$ cat src/rtl/axi2mem_arb_pkg.sv
// Shared types and constants for the axi2mem read/write command arbiter.
package axi2mem_arb_pkg;

  typedef enum logic [1:0] {IDLE, RD_OWN, WR_OWN} arb_state_e;

  localparam logic SRC_RD = 1'b0;
  localparam logic SRC_WR = 1'b1;

  function automatic arb_state_e own_state(input logic src);
    return (src == SRC_WR) ? WR_OWN : RD_OWN;
  endfunction

endpackage

$ cat src/rtl/axi2mem_arb_stall_cnt.sv
// Saturating stall counter; flags a timeout on the stall cycle that hits TIMEOUT_CYCLES-1.
module axi2mem_arb_stall_cnt #(
  parameter int TIMEOUT_CYCLES = 1024
) (
  input  logic clk_i,
  input  logic rst_i,
  input  logic stall_i,
  input  logic clr_i,
  output logic timeout_o
);

  localparam int CW = (TIMEOUT_CYCLES > 1) ? $clog2(TIMEOUT_CYCLES) : 1;
  localparam logic [CW-1:0] LIMIT = CW'(TIMEOUT_CYCLES - 1);

  logic [CW-1:0] cnt_d, cnt_q;

  always_comb begin
    cnt_d = cnt_q;
    if (clr_i)                         cnt_d = '0;
    else if (stall_i && cnt_q != LIMIT) cnt_d = cnt_q + 1'b1;
  end

  always_ff @(posedge clk_i) begin
    if (rst_i) cnt_q <= '0;
    else       cnt_q <= cnt_d;
  end

  assign timeout_o = stall_i && (cnt_q == LIMIT);

endmodule

$ cat src/rtl/axi2mem_cmd_arbiter.sv
// Burst-locked arbiter sharing the two TCDM lanes between axi2mem rd and wr issuers.
// Define AXI2MEM_ARB_WR_PRIO_EN for fixed write priority instead of round-robin.
module axi2mem_cmd_arbiter
  import axi2mem_arb_pkg::*;
#(
  parameter int ID_WIDTH       = 6,
  parameter int ADDR_WIDTH     = 32,
  parameter int TIMEOUT_CYCLES = 1024
) (
  input  logic                       clk_i,
  input  logic                       rst_i,
  input  logic                       rd_pend_i,
  input  logic [1:0]                 rd_req_i,
  input  logic [1:0][ID_WIDTH-1:0]   rd_id_i,
  input  logic [1:0][ADDR_WIDTH-1:0] rd_add_i,
  input  logic [1:0]                 rd_last_i,
  output logic [1:0]                 rd_gnt_o,
  input  logic                       wr_pend_i,
  input  logic [1:0]                 wr_req_i,
  input  logic [1:0][ID_WIDTH-1:0]   wr_id_i,
  input  logic [1:0][ADDR_WIDTH-1:0] wr_add_i,
  input  logic [1:0]                 wr_last_i,
  output logic [1:0]                 wr_gnt_o,
  output logic [1:0]                 trans_req_o,
  output logic [1:0][ID_WIDTH-1:0]   trans_id_o,
  output logic [1:0][ADDR_WIDTH-1:0] trans_add_o,
  output logic [1:0]                 trans_last_o,
  output logic                       trans_src_o,
  input  logic [1:0]                 trans_gnt_i,
  output logic                       timeout_o
);

  typedef struct packed {
    logic [1:0][ID_WIDTH-1:0]   id;
    logic [1:0][ADDR_WIDTH-1:0] add;
    logic [1:0]                 last;
    logic [1:0]                 req;
  } beat_t;

  arb_state_e state_d, state_q;
  beat_t      rd_beat, wr_beat, sel_beat, out_beat;
  logic       sel_vld, sel_src;
  logic       accept, last_acc, owned, stall, to_hit;
`ifndef AXI2MEM_ARB_WR_PRIO_EN
  logic       rr_d, rr_q;
`endif

  assign rd_beat = '{id: rd_id_i, add: rd_add_i, last: rd_last_i, req: rd_req_i};
  assign wr_beat = '{id: wr_id_i, add: wr_add_i, last: wr_last_i, req: wr_req_i};

  // Selection looks only at pend/state/rr so gnt never depends on req.
  always_comb begin
    sel_vld = 1'b0;
    sel_src = SRC_RD;
    case (state_q)
      IDLE: begin
`ifdef AXI2MEM_ARB_WR_PRIO_EN
        if (wr_pend_i)      begin sel_vld = 1'b1; sel_src = SRC_WR; end
        else if (rd_pend_i) begin sel_vld = 1'b1; sel_src = SRC_RD; end
`else
        if (rd_pend_i && (rr_q == SRC_RD || !wr_pend_i)) begin sel_vld = 1'b1; sel_src = SRC_RD; end
        else if (wr_pend_i)                              begin sel_vld = 1'b1; sel_src = SRC_WR; end
`endif
      end
      RD_OWN:  begin sel_vld = 1'b1; sel_src = SRC_RD; end
      WR_OWN:  begin sel_vld = 1'b1; sel_src = SRC_WR; end
      default: ;
    endcase
    if (rst_i) sel_vld = 1'b0;
  end

  assign sel_beat = (sel_src == SRC_WR) ? wr_beat : rd_beat;
  assign out_beat = sel_vld ? sel_beat : '0;

  assign trans_req_o  = out_beat.req;
  assign trans_id_o   = out_beat.id;
  assign trans_add_o  = out_beat.add;
  assign trans_last_o = out_beat.last;
  assign trans_src_o  = sel_vld & sel_src;

  assign rd_gnt_o = (sel_vld && sel_src == SRC_RD) ? trans_gnt_i : 2'b00;
  assign wr_gnt_o = (sel_vld && sel_src == SRC_WR) ? trans_gnt_i : 2'b00;

  // Partial lane handshakes are forwarded but never move the FSM.
  assign accept   = sel_vld && (sel_beat.req == 2'b11) && (trans_gnt_i == 2'b11);
  assign last_acc = accept && (sel_beat.last == 2'b11);
  assign owned    = !rst_i && (state_q != IDLE);
  assign stall    = owned && !accept;

  axi2mem_arb_stall_cnt #(.TIMEOUT_CYCLES(TIMEOUT_CYCLES)) u_stall_cnt (
    .clk_i     (clk_i),
    .rst_i     (rst_i),
    .stall_i   (stall),
    .clr_i     (!owned || accept),
    .timeout_o (to_hit)
  );

  assign timeout_o = to_hit;

  always_comb begin
    state_d = state_q;
`ifndef AXI2MEM_ARB_WR_PRIO_EN
    rr_d    = rr_q;
`endif
    case (state_q)
      IDLE: begin
        if (accept && !last_acc) state_d = own_state(sel_src);
`ifndef AXI2MEM_ARB_WR_PRIO_EN
        if (last_acc)            rr_d = ~rr_q;
`endif
      end
      RD_OWN, WR_OWN: begin
        if (last_acc || to_hit) begin
          state_d = IDLE;
`ifndef AXI2MEM_ARB_WR_PRIO_EN
          rr_d    = (state_q == RD_OWN) ? SRC_WR : SRC_RD;
`endif
        end
      end
      default: state_d = IDLE;
    endcase
  end

  always_ff @(posedge clk_i) begin
    if (rst_i) begin
      state_q <= IDLE;
`ifndef AXI2MEM_ARB_WR_PRIO_EN
      rr_q    <= SRC_RD;
`endif
    end else begin
      state_q <= state_d;
`ifndef AXI2MEM_ARB_WR_PRIO_EN
      rr_q    <= rr_d;
`endif
    end
  end

endmodule
$ cat config.mk
export PLATFORM = sky130hd
export DESIGN_NAME = axi2mem_cmd_arbiter
export DESIGN_NICKNAME = d
export VERILOG_FILES = /design/src/rtl/axi2mem_arb_pkg.sv /design/src/rtl/axi2mem_arb_stall_cnt.sv /design/src/rtl/axi2mem_cmd_arbiter.sv
export SDC_FILE = /design/constraint.sdc
export NUM_CORES = 1
export LEC_CHECK = 0
export CAP_MARGIN = 15
export CORE_AREA = 2 2 97 99
export DETAILED_ROUTE_END_ITERATION = 8
export DIE_AREA = 0 0 99 101
export PLACE_DENSITY = 0.83
export SETUP_SLACK_MARGIN = 0.05
export SYNTH_ARGS = -nofsm -noshare
export SYNTH_HDL_FRONTEND = slang
export SYNTH_HIERARCHICAL = 1
export SYNTH_SLANG_ARGS = --single-unit
$ cat constraint.sdc
create_clock -name clk_i -period 3.82 [get_ports clk_i]
set_input_delay 0.764 -clock clk_i [delete_from_list [all_inputs] [get_ports clk_i]]
set_output_delay 0.764 -clock clk_i [all_outputs]
set_load 0.005 [all_outputs]
==> run metrics <==
antenna violations before repair=0; clock buffer count from CTS=3; setup_tns=0 ns; fin crit share=94.25%; Max Clock Freq=0.2778 GHz; VDD IR max=0.00009983 V; DR iter-0 viols=110; row cnt=35; asr flop ratio synth=0%; sequential area share after synthesis=around 13%; #FFs+latches synth=13; layout cell share with drive strength beyond 1=5.314%; post-placement cell count=727; Top FF cell, synth=dfxtp_1; Congestion Overflow GR=0; Boundary Pins=252; CTS H-tree depth=1; Total Power=about 0.00077 W; Mapped Cells=379; Routed WL=around 11000 um; Pins Over Slew Limit=0; Avg Cell Area, Syn=5.434 um2; antenna cells=0; pwr dens=~160 nW/um2; r2r startpoint=state_q[0]$_SDFFE_PP0P_; Synth Net Count=550; Die W=99 um; Max stage delay on crit path=0.51 ns; sw frac=31.75%; Max Clock Skew=0.005798 ns; Final Non-Filler Cells=732; number of global-route vias before repair=3546; Final min period=3.600 ns; Layout area overhead=134.3%; clock share of power=approximately 16%; RSZ-0062 raised after global routing=false; Final setup viols=0; Synth area leader=nand2_1; reg2reg setup slack=roughly 0.85 ns; clk_lat worst skew=0.25 ns; clock sinks=13; Clock Root Buffer=clkbuf_8; Max Cap Violations=0; Final Wtd Congestion=between 0.9 and 1; clock tree buffer depth=2; global-route wire length before repair=17220 um; core area=around 9000 um2; # DRC=0; hold_sp=u_stall_cnt/cnt_q[1]$_SDFFE_PP0P_; Crit path required time=3.06 ns; Post-Place Cell Area=between 4000 and 5000 um2; total track usage=between 20% and 30%; Worst slew margin=60.39%; Die Span Y=101 um; Lkg Pwr=roughly 1.9 nW; post-route cell area=4826 um2; DR pass1 iterations=5; Starting Density=a little under a quarter; CTS tree=yes; combinational share of power=between 60% and 70%; Setup crit start kind=primary input; commonest cells in the synthesized netlist=nand2_1, a21oi_1, clkbuf_1, nor2_1, dfxtp_1; net load switching power=between 0.0002 and 0.00025 W; critical path class=in -> out; clock-pin slew on the worst setup and hold paths=about 0.050 ns; area of the die=9999 um2; Hold Crit Class=reg -> reg; outcome=finished, final reports clean; Worst Path Max Fanout=3; Final Hold Vio Count=0; dpl hpwl=approximately 9000 um; Routed Antenna Nets=0; Tightest Pin Transition=0.5942 ns; top post-synthesis cells by area=nand2_1, a21oi_1, dfxtp_1; Synth cell types=38; Setup crit end kind=primary output; most numerous cell in the Yosys netlist=nand2_1; vias per cell=4.913; Post-synth EDFFs=0; Ys Warns=6; detailed-route via count=3596; Sequential Power Share=between 10% and 20%; share of Yosys cell area claimed by the top area cell type=31.35%; CP max stage cell=clkdlybuf4s50_1; wire per inst=15.55 um; Cell Chain, Critical Path=clkdlybuf4s15_1 > nand2b_4 > a31o_4 > and3_4 > o2111ai_4 > nand2_2 > inv_1 > and3_1 > nand3_1 > nor2_2 > clkdlybuf4s50_1; port bufs=around 250; pin count of the biggest net entering global routing=86; CP Data Arrival Time=roughly 2.8 ns; crit path from=rd_pend_i; Final #Nets=slightly below 800; Int Pwr=0.0005273 W; Post-Syn Area=~2000 um2
-- critical path, delay by kind of cell --
kind	cells	cell delay, ns
AOI/OAI and AO/OA	2	0.45
buffers and inverters	3	0.82
and+or+nand+nor	6	0.80
-- final timing paths --
path                                       endpoint  depth (start not counted)
setup / recovery                          timeout_o                         11
hold / removal    u_stall_cnt/cnt_q[1]$_SDFFE_PP0P_                          2
setup reg to reg            state_q[0]$_SDFFE_PP0P_                         15
hold reg to reg   u_stall_cnt/cnt_q[1]$_SDFFE_PP0P_                          2
-- power groups by stage --
stage	Clock (W)	Combinational [W]	Sequential, W
2_1_floorplan	0	0.000156	0.000140
3_3_place_gp	0	0.000503	0.000140
3_5_place_dp	0	0.000509	0.000140
4_1_cts	0.000129	0.000513	0.000137
5_1_grt	0.000133	0.000551	0.000137
6_report	0.000126	0.000510	0.000137
-- layout make-up --
type	instances	area, um2
Clock buffer	4	45.04
Fill cell	850	4151
Inverter	6	22.52
Multi-Input combinational cell	332	1703
Sequential cell	13	260.3
Tap cell	111	138.9
Timing Repair Buffer	266	2656
-- what timing repair did --
item,CTS,global route
setup endpoints to repair,54,7
resized for setup,3,4
hold endpoints to repair,0,0
setup buffers,0,1
pin swaps,0,1
hold buffers,0,0
-- cell families after synthesis --
| logic type | Yosys count | share of synthesized area, % |
|---|---|---|
| xor+xnor | 5 | 2.127 |
| fa+ha+maj | 5 | 3.038 |
| buf+inv | 34 | 6.318 |
| flops | 13 | 12.64 |
| compound gates | 103 | 29.53 |
| mux | 4 | 1.944 |
| simple gates | 215 | 44.41 |
-- flip-flops by register name, summed over array words and instances, names as in the netlist --
signal,count
u_stall_cnt/cnt_q,10
state_q,2
rr_q,1
-- cell usage in the layout, fill, tap and decap left out, types with 2 or more instances in the layout --
| master | Yosys | routed |
|---|---|---|
| xnor2_1 | 3 | 3 |
| and3_1 | 6 | 6 |
| xor2_1 | 2 | 2 |
| inv_1 | 6 | 6 |
| buf_4 | 0 | 12 |
| a211oi_1 | 3 | 3 |
| ha_1 | 5 | 4 |
| dfxtp_1 | 13 | 13 |
| o21ai_0 | 4 | 4 |
| buf_12 | 0 | 2 |
| nand3_1 | 4 | 4 |
| nor2_1 | 16 | 15 |
| clkdlybuf4s50_1 | 0 | 249 |
| nand2_1 | 172 | 171 |
| and4bb_1 | 2 | 2 |
| a21oi_1 | 82 | 82 |
| clkbuf_8 | 0 | 3 |
| nand4_1 | 5 | 5 |
| mux2i_1 | 4 | 4 |
| a31oi_1 | 3 | 2 |
| o21a_1 | 2 | 2 |
-- metal layers --
layer	GRT usage (%)	share of wire, %
met1	24.41	38
met2	37.47	50
met3	5.964	9.2
met4	7.165	2.8
met5	0	0
-- per-stage QoR --
stage	util [%]	hold slack, ns	setup slack, ns
6_report	53.76	0.4949	0.2197
5_1_grt	53.76	0.5224	0.07399
4_1_cts	53.57	0.4984	0.0006721
3_5_place_dp	53.02	0.4916	-0.1350
3_3_place_gp	53.02	0.4821	-0.03184
2_1_floorplan	-	0.4667	0.8738
No activity file was read; power rests on OpenSTA's default activity.
